--- src/rtl/banco_reg_multi_pkg.sv ---
// rtl/banco_reg_multi_pkg.sv - shared constants and clear FSM state type for banco_reg_multi
package banco_reg_multi_pkg;

   localparam int DEF_DATA_W = 32;
   localparam int DEF_ADDR_W = 6;

   typedef enum logic [1:0] {
      IDLE  = 2'd0,
      CLEAR = 2'd1,
      DONE  = 2'd2
   } clr_state_t;

endpackage

--- src/rtl/banco_reg_clear_fsm.sv ---
// rtl/banco_reg_clear_fsm.sv - bulk clear sequencer: walks every register index once, then pulses done
module banco_reg_clear_fsm
   import banco_reg_multi_pkg::*;
#(
   parameter int ADDR_W = DEF_ADDR_W
) (
   input  logic              i_clk,
   input  logic              i_rst,
   input  logic              i_clear_req,
   output logic              o_clr_en,
   output logic [ADDR_W-1:0] o_clr_addr,
   output logic              o_busy,
   output logic              o_done
);

   localparam logic [ADDR_W-1:0] LAST_IDX = {ADDR_W{1'b1}};

   clr_state_t        r_state;
   clr_state_t        w_next;
   logic [ADDR_W-1:0] r_idx;

   // The index saturates at the last register; it is reloaded on the next clear request.
   always_ff @(posedge i_clk or posedge i_rst) begin
      if (i_rst) begin
         r_state <= IDLE;
         r_idx   <= '0;
      end else begin
         r_state <= w_next;
         if (r_state == IDLE && i_clear_req)
            r_idx <= '0;
         else if (r_state == CLEAR && r_idx != LAST_IDX)
            r_idx <= r_idx + ADDR_W'(1);
      end
   end

   always_comb begin
      w_next = r_state;
      case (r_state)
         IDLE:    if (i_clear_req) w_next = CLEAR;
         CLEAR:   if (r_idx == LAST_IDX) w_next = DONE;
         DONE:    w_next = IDLE;
         default: w_next = IDLE;
      endcase
   end

   always_comb begin
      o_clr_en   = (r_state == CLEAR);
      o_clr_addr = r_idx;
      o_busy     = (r_state != IDLE);
      o_done     = (r_state == DONE);
   end

endmodule

--- src/rtl/banco_reg_multi.sv ---
// rtl/banco_reg_multi.sv - multi-read-port register file with bulk clear
// Optional write-through forwarding on read ports: BANCO_REG_BYPASS_EN.
module banco_reg_multi
   import banco_reg_multi_pkg::*;
#(
   parameter int DATA_W = DEF_DATA_W,
   parameter int ADDR_W = DEF_ADDR_W,
   parameter int N_READ = 2
) (
   input  logic                     clock,
   input  logic                     reset,
   input  logic                     reg_write,
   input  logic [ADDR_W-1:0]        reg_escrita,
   input  logic [DATA_W-1:0]        escreve_dado,
   input  logic [N_READ*ADDR_W-1:0] reg_leitura,
   output logic [N_READ*DATA_W-1:0] dado,
   input  logic                     clear_req,
   output logic                     clear_busy,
   output logic                     clear_done
);

   localparam int DEPTH = 2 ** ADDR_W;

   logic [DATA_W-1:0] r_regs [DEPTH];
   logic              w_clr_en;
   logic [ADDR_W-1:0] w_clr_addr;
   logic              w_wr_en;

   banco_reg_clear_fsm #(
      .ADDR_W (ADDR_W)
   ) u_clear_fsm (
      .i_clk       (clock),
      .i_rst       (reset),
      .i_clear_req (clear_req),
      .o_clr_en    (w_clr_en),
      .o_clr_addr  (w_clr_addr),
      .o_busy      (clear_busy),
      .o_done      (clear_done)
   );

   assign w_wr_en = reg_write && !clear_busy && (reg_escrita != '0);

   // Writes are blocked by clear_busy, so the clear and write paths never collide.
   always_ff @(posedge clock or posedge reset) begin
      if (reset) begin
         for (int i = 0; i < DEPTH; i++)
            r_regs[i] <= '0;
      end else if (w_clr_en) begin
         r_regs[w_clr_addr] <= '0;
      end else if (w_wr_en) begin
         r_regs[reg_escrita] <= escreve_dado;
      end
   end

   for (genvar k = 0; k < N_READ; k++) begin : g_rd
      logic [ADDR_W-1:0] w_addr;
      logic [DATA_W-1:0] w_stored;

      assign w_addr   = reg_leitura[k*ADDR_W +: ADDR_W];
      assign w_stored = (w_addr == '0) ? '0 : r_regs[w_addr];
`ifdef BANCO_REG_BYPASS_EN
      assign dado[k*DATA_W +: DATA_W] = (w_wr_en && w_addr == reg_escrita) ? escreve_dado : w_stored;
`else
      assign dado[k*DATA_W +: DATA_W] = w_stored;
`endif
   end

endmodule

--- config.mk ---
export PLATFORM = sky130hd
export DESIGN_NAME = banco_reg_multi
export DESIGN_NICKNAME = d
export VERILOG_FILES = /design/src/rtl/banco_reg_multi_pkg.sv /design/src/rtl/banco_reg_clear_fsm.sv /design/src/rtl/banco_reg_multi.sv
export SDC_FILE = /design/constraint.sdc
export NUM_CORES = 2
export LEC_CHECK = 0
export BUFFER_PORTS_ARGS = -buffer_cell sky130_fd_sc_hd__buf_2
export CAP_MARGIN = 40
export CORE_ASPECT_RATIO = 0.7
export CORE_MARGIN = 2
export CORE_UTILIZATION = 58
export CTS_CLUSTER_DIAMETER = 50
export DETAILED_ROUTE_END_ITERATION = 10
export GPL_ROUTABILITY_DRIVEN = 0
export PLACE_DENSITY = 0.77
export RECOVER_POWER = 25
export SETUP_SLACK_MARGIN = 0.5
export SYNTH_ARGS = -nofsm -noshare
export SYNTH_HDL_FRONTEND = slang
export SYNTH_SLANG_ARGS = --single-unit
--- constraint.sdc ---
create_clock -name clock -period 59.6 [get_ports clock]
set_clock_uncertainty 0.2 [all_clocks]
set_input_delay 5.96 -clock clock [delete_from_list [all_inputs] [get_ports clock]]
set_output_delay 5.96 -clock clock [all_outputs]
set_load 0.05 [all_outputs]
=== Word-level counts from Yosys, hierarchy flattened ===
Cells that the tools add are included.

* Bitwise logic cells: 6
* Mux-type cells: 20
* $lt $le $gt $ge: 6
* Reductions and logical operators: 15
* $add $sub $neg: 1
* Eq/ne operators: 6

{| class="wikitable"
|+ Operators with widths
! operator !! count
|-
| two-way mux 2048 bit || 2
|-
| AND 2048 bit || 1
|-
| bitwise mux 2048 bit || 1
|-
| NOT 2048 bit || 1
|-
| binary-select mux 32 bit (select 6 bit) || 2
|-
| demux 32 bit (select 6 bit) || 2
|-
| two-way mux 32 bit || 8
|-
| >= comparator 7 bit (second input constant) || 4
|-
| NOT 6 -> 7 bit || 4
|-
| less-than comparator 7 x 1 -> 1 bit (second input constant) || 2
|-
| zero test 6 bit || 2
|-
| two-way mux 6 bit || 2
|-
| adder 6 x 1 -> 6 bit (second input constant) || 1
|-
| equality test 6 bit (second input constant) || 1
|-
| logical AND 1 bit || 6
|-
| != test 6 bit (second input constant) || 1
|-
| nonzero test 2 bit || 3
|-
| nonzero test 6 bit || 1
|-
| two-way mux 2 bit || 2
|-
| != test 2 bit (second input constant) || 2
|-
| case mux 2 bit (2 select lines) || 1
|-
| equality test 2 x 1 -> 1 bit (second input constant) || 1
|-
| equality test 2 bit (second input constant) || 1
|-
| zero test 2 bit || 1
|-
| other kinds (2) || 2
|}

* Logic and storage cells: 120
* Input port bits: 54
* Output and inout bits: 66
* Register bits: 2056

=== Longest topological paths before layout ===
* Word-level depth: 8
* Gate-level depth with buffers: 10
* Depth with buffers taken out: 6

=== Cells and area by module ===
From an unflattened synthesis, not the netlist that was laid out.

* Cells, all modules: 7320
* Area, all modules: 105805.2 µm²

{| class="wikitable"
|+ By module, submodules not included
! module !! seq. area each (µm²) !! area an instance (µm²) !! cells an instance !! times used
|-
| banco_reg_multi || 51249.2 || 105328.5 || 7269 || 1
|-
| banco_reg_clear_fsm || 200.2 || 476.7 || 51 || 1
|}

=== Worst setup path after synthesis ===
OpenSTA, ideal clock, no wires.

* Kind: input port to output port
* Start point: input reg_leitura[10]
* End point: output dado[53]
* Arrival time: 8444 ps
* Cell stages on the path: 8
* Slack: 44996 ps
* Data required time: 53440 ps
* Buffers on the path: 5
* Path through: buf_2 buf_4 buf_4 buf_2 buf_1 o2111a_1 nor3_1 o31ai_1

* Word-level cells in the longest chain between the ends: 5
* Elaborated cells between the ends (all ways): 6
* Those cells by class: 4 x mux; 1 x bitwise; 1 x reduce/logical

{| class="wikitable"
|+ Ends and longest elaborated chain
! element !! line !! RTL
|-
| from (decl) || banco_reg_multi.sv:15 || <nowiki>input logic [N_READ*ADDR_W-1:0] reg_leitura,</nowiki>
|-
| NOT 6 -> 7 bit (implied by the code) || banco_reg_multi.sv:60 || <nowiki>assign w_stored = (w_addr == '0) ? '0 : r_regs[w_addr];</nowiki>
|-
| binary-select mux 32 bit (select 6 bit) || banco_reg_multi.sv:60 ||
|-
| two-way mux 32 bit (implied by the code) (2 in series) || banco_reg_multi.sv:60 ||
|-
| two-way mux 32 bit * || banco_reg_multi.sv:60 ||
|-
| to (decl) || banco_reg_multi.sv:16 || <nowiki>output logic [N_READ*DATA_W-1:0] dado,</nowiki>
|}

Every way passes the cells marked *; elsewhere a longest branch is shown, timed or not. The select of a mux whose other input is x is not followed.

=== Worst setup path in the final report ===
* Start point: input reg_leitura[6]
* End point: output dado[61]

The elaborated chain is that of the path after synthesis.

==> impl_metrics.py <==
metrics = {
    "logic_synthesis": {
        "synth_edf_count": 0,
        "synth_cell_types": 62,
        "yosysWarnings": 0,
        "synthCells": 7365,
        "avgSynthCellArea_um2": 14.4,
        "synth-seq-cells": 2056,
        "async_reset_ff_frac": 1.00,
        "yosysSeqAreaShare": 0.486,
        "synth_area_um2": 106000,
        "syn_nets": 7420,
        "synthFlopType": "dfrtp_1",
    },
    "die": {
        "core_area_um2": 182000,
        "io_pins": 120,
        "start_util": 0.582,
        "die-area_um2": 186000,
        "die_w_um": 515,
        "fp-row-count": 131,
        "die_y_um": 361,
    },
    "job": {
        "cap_violations": 22,
    },
    "setup_path": {
        "crit_required_ns": 53.44,
        "crit_fanout": 72,
        "end_kind": "output pin",
        "cp-start-kind": "primary input",
        "worstSetupPathType": "primary input to output pin",
        "cp.arrival_ns": 11.85,
    },
    "timing": {
        "maxSlewViolCount": 1155,
        "period_needed_ns": 18.01,
        "timing.setup.tns_ns": 0,
        "tightest_slew_ns": 9.75,
        "finalHoldViolations": 0,
        "fmax_ghz": 0.0555,
        "finalSetupViolations": 0,
        "max-slew-margin-rel": -5.50,
        "finalCritPeriodShare": 0.302,
        "rsz0062_at_grt": "no",
    },
    "clock_tree": {
        "root_buffer": "clkbuf_16",
        "cts-buffers-inserted": 186,
        "htreeDepth": 4,
        "cts_resized": 0,
        "cts_hold_buf": 0,
        "cts.sinks": 2056,
        "post-cts-setup-buffers": 0,
        "clockBufferDepth": 3,
        "clk_latency_ns": 0.86,
        "cts_tree": "built",
        "clkTransAtPathRegs_ns": 0.07,
    },
    "pwr": {
        "internal_power_w": 0.00246,
        "p_sw_frac": 0.297,
        "p_leak_nw": 51.0,
        "power_density_nw_per_um2": 30.3,
        "seqPwrFrac": 0.462,
        "clock_power_share": 0.360,
        "vdd.ir_drop.worst_mv": 0.0365,
        "power.switching_w": 0.00104,
        "share_comb_of_total_power": 0.178,
    },
    "routing": {
        "antenna_left": 0,
        "wl_um": 395000,
        "via_per_inst": 8.65,
        "drc": 0,
        "dr.pass1.iters": 9,
        "vias": 82700,
        "drtIter0Drc": 15800,
        "wl_per_cell_um": 41.3,
    },
    "global_route": {
        "grt_max_degree": 181,
        "overflow": 0,
        "grt_pass1_wl_um": 576000,
        "track_usage": 0.424,
        "antenna_found_initial": 22,
        "grt_pass1_vias": 82300,
    },
    "layout": {
        "final_core_util": 0.636,
        "syn_to_final_growth_pct": 9.21,
        "finalNetCount": 7059,
        "drive_above_1_share": 0.269,
        "stdcell_count": 9560,
        "num-fill-cells": 12600,
    },
    "run_status": {
        "run_status": "finished, violations left",
        "failed_checks": "capacitance limit, slew limit",
    },
    "worst_hold_path": {
        "worstHoldPathType": "flip-flop to flip-flop",
    },
    "placement": {
        "dp.cells": 9205,
        "place_hpwl_um": 226000,
        "numPortBuffers": 119,
    },
}
[final timing paths]
kind / start / to / slack (ns) / cells past startpoint
worst max register to register: u_clear_fsm.r_state[1] / r_regs[1994] / 53.56 / 6
worst min-delay path: r_regs[2032] / r_regs[2032] / 0.31 / 1
worst max-delay path: reg_leitura[6] / dado[61] / 41.59 / 10
max in group asynchronous: reset / r_regs[913] / 41.82 / 6
worst min register to register: r_regs[2032] / r_regs[2032] / 0.31 / 1
min in group asynchronous: reset / r_regs[1870] / 5.22 / 2
[layout make-up]
| type | instances | area (um^2) | share of cell area |
|---|---|---|---|
| flip-flops and latches | 2056 | 51400 | 0.445 |
| multi-input cells | 4317 | 51300 | 0.444 |
| clock buffers | 266 | 5440 | 0.0471 |
| repair buffers | 435 | 3580 | 0.0309 |
| well taps | 2394 | 3000 | 0.0259 |
| clock inverters | 69 | 768 | 0.00665 |
| diodes | 15 | 37.5 | 0.000325 |
| inverters | 8 | 31.3 | 0.000271 |
[per-layer routing]
layer,part of all wire,vias up,track usage
met4,0.071,28,0.251
met5,0.00069,-,0.00646
met3,0.19,1790,0.222
met2,0.40,9197,0.551
met1,0.34,42400,0.562
li1,-,29300,-
[flip-flops by register name (all words and copies together) (netlist names)]
name                    flops
u_clear_fsm.r_state         2
u_clear_fsm.o_clr_addr      6
r_regs                   2048
[cell usage after synthesis (8+ instances only)]
cell type	instances	share of area
buf_2	179	0.0085
nor3_1	40	0.0019
buf_4	57	0.0040
o221ai_1	35	0.0029
nand4_1	13	0.00077
o31ai_1	30	0.0021
buf_1	64	0.0023
buf_6	12	0.0013
o21ai_0	44	0.0021
nand2b_1	10	0.00059
a21oi_1	114	0.0054
a211oi_1	14	0.00099
clkbuf_1	670	0.024
nand3_1	33	0.0016
o2111ai_1	15	0.0012
a22o_1	2016	0.17
inv_1	8	0.00028
and2_1	35	0.0021
mux2i_1	288	0.027
o211ai_1	18	0.0013
o22a_1	12	0.00099
nor2_1	141	0.0050
o22ai_1	15	0.00089
a221oi_1	15	0.0012
mux2_2	17	0.0018
o2111a_1	30	0.0032
a22oi_1	45	0.0032
dfrtp_1	2056	0.49
mux4_2	1067	0.23
nand2_1	162	0.0057
a32oi_1	12	0.00099
nor2b_1	44	0.0026
[critical path, stage by stage]
cell and delay, ns:
buf_8 0.50, buf_4 0.76, buf_4 0.74, buf_4 0.65
buf_4 0.67, mux4_2 0.60, mux4_2 0.46, o21ai_0 0.60
o31ai_1 0.28, buf_2 0.29
[cell usage in the layout (no fill, tap or decap), types with 15 or more instances in the layout]
master,n
clkbuf_1,69
nand3_1,33
mux2i_1,288
nor2_1,91
buf_4,244
diode_2,15
and2_0,18
o31ai_1,30
and2_1,18
mux4_2,1067
o211ai_1,18
clkinv_2,38
o21ai_0,44
nor2b_1,39
o22ai_1,15
mux2_2,17
a21oi_1,52
a21oi_4,62
o2111ai_1,15
o221ai_1,35
a22o_1,2016
dfrtp_1,2056
nor3_1,38
a22oi_1,45
nor2_4,48
nand2_1,162
a221oi_1,15
o2111a_1,30
clkbuf_8,35
buf_2,112
buf_16,24
clkbuf_16,193
[metrics by stage]
stage | setup WS, ns | power (W) | hold slack, ns | instance area [um^2]
2_1_floorplan | 24.89 | 0.00202 | 0.267 | 106000
3_3_place_gp | 41.50 | 0.00220 | 0.285 | 109000
3_5_place_dp | 41.61 | 0.00224 | 0.293 | 110000
4_1_cts | 41.57 | 0.00347 | 0.311 | 116000
5_1_grt | 39.62 | 0.00359 | 0.330 | 116000
6_report | 41.59 | 0.00351 | 0.313 | 116000
[power groups by stage]
stage                     clock (W)  combinational (W)  sequential, W
after floorplan                   0           0.000412        0.00161
after detailed placement          0           0.000603        0.00163
after global placement            0           0.000580        0.00162
after global routing        0.00132           0.000644        0.00163
final                       0.00126           0.000625        0.00162
after CTS                   0.00126           0.000606        0.00161
[logic make-up after synthesis]
logic type,synth area share
xor+xnor,0.000331
fa+ha+maj,0.000118
simple gates,0.0231
flops,0.486
mux,0.256
buf+inv,0.0402
compound gates,0.194
No activity file was read; power rests on OpenSTA's default activity.
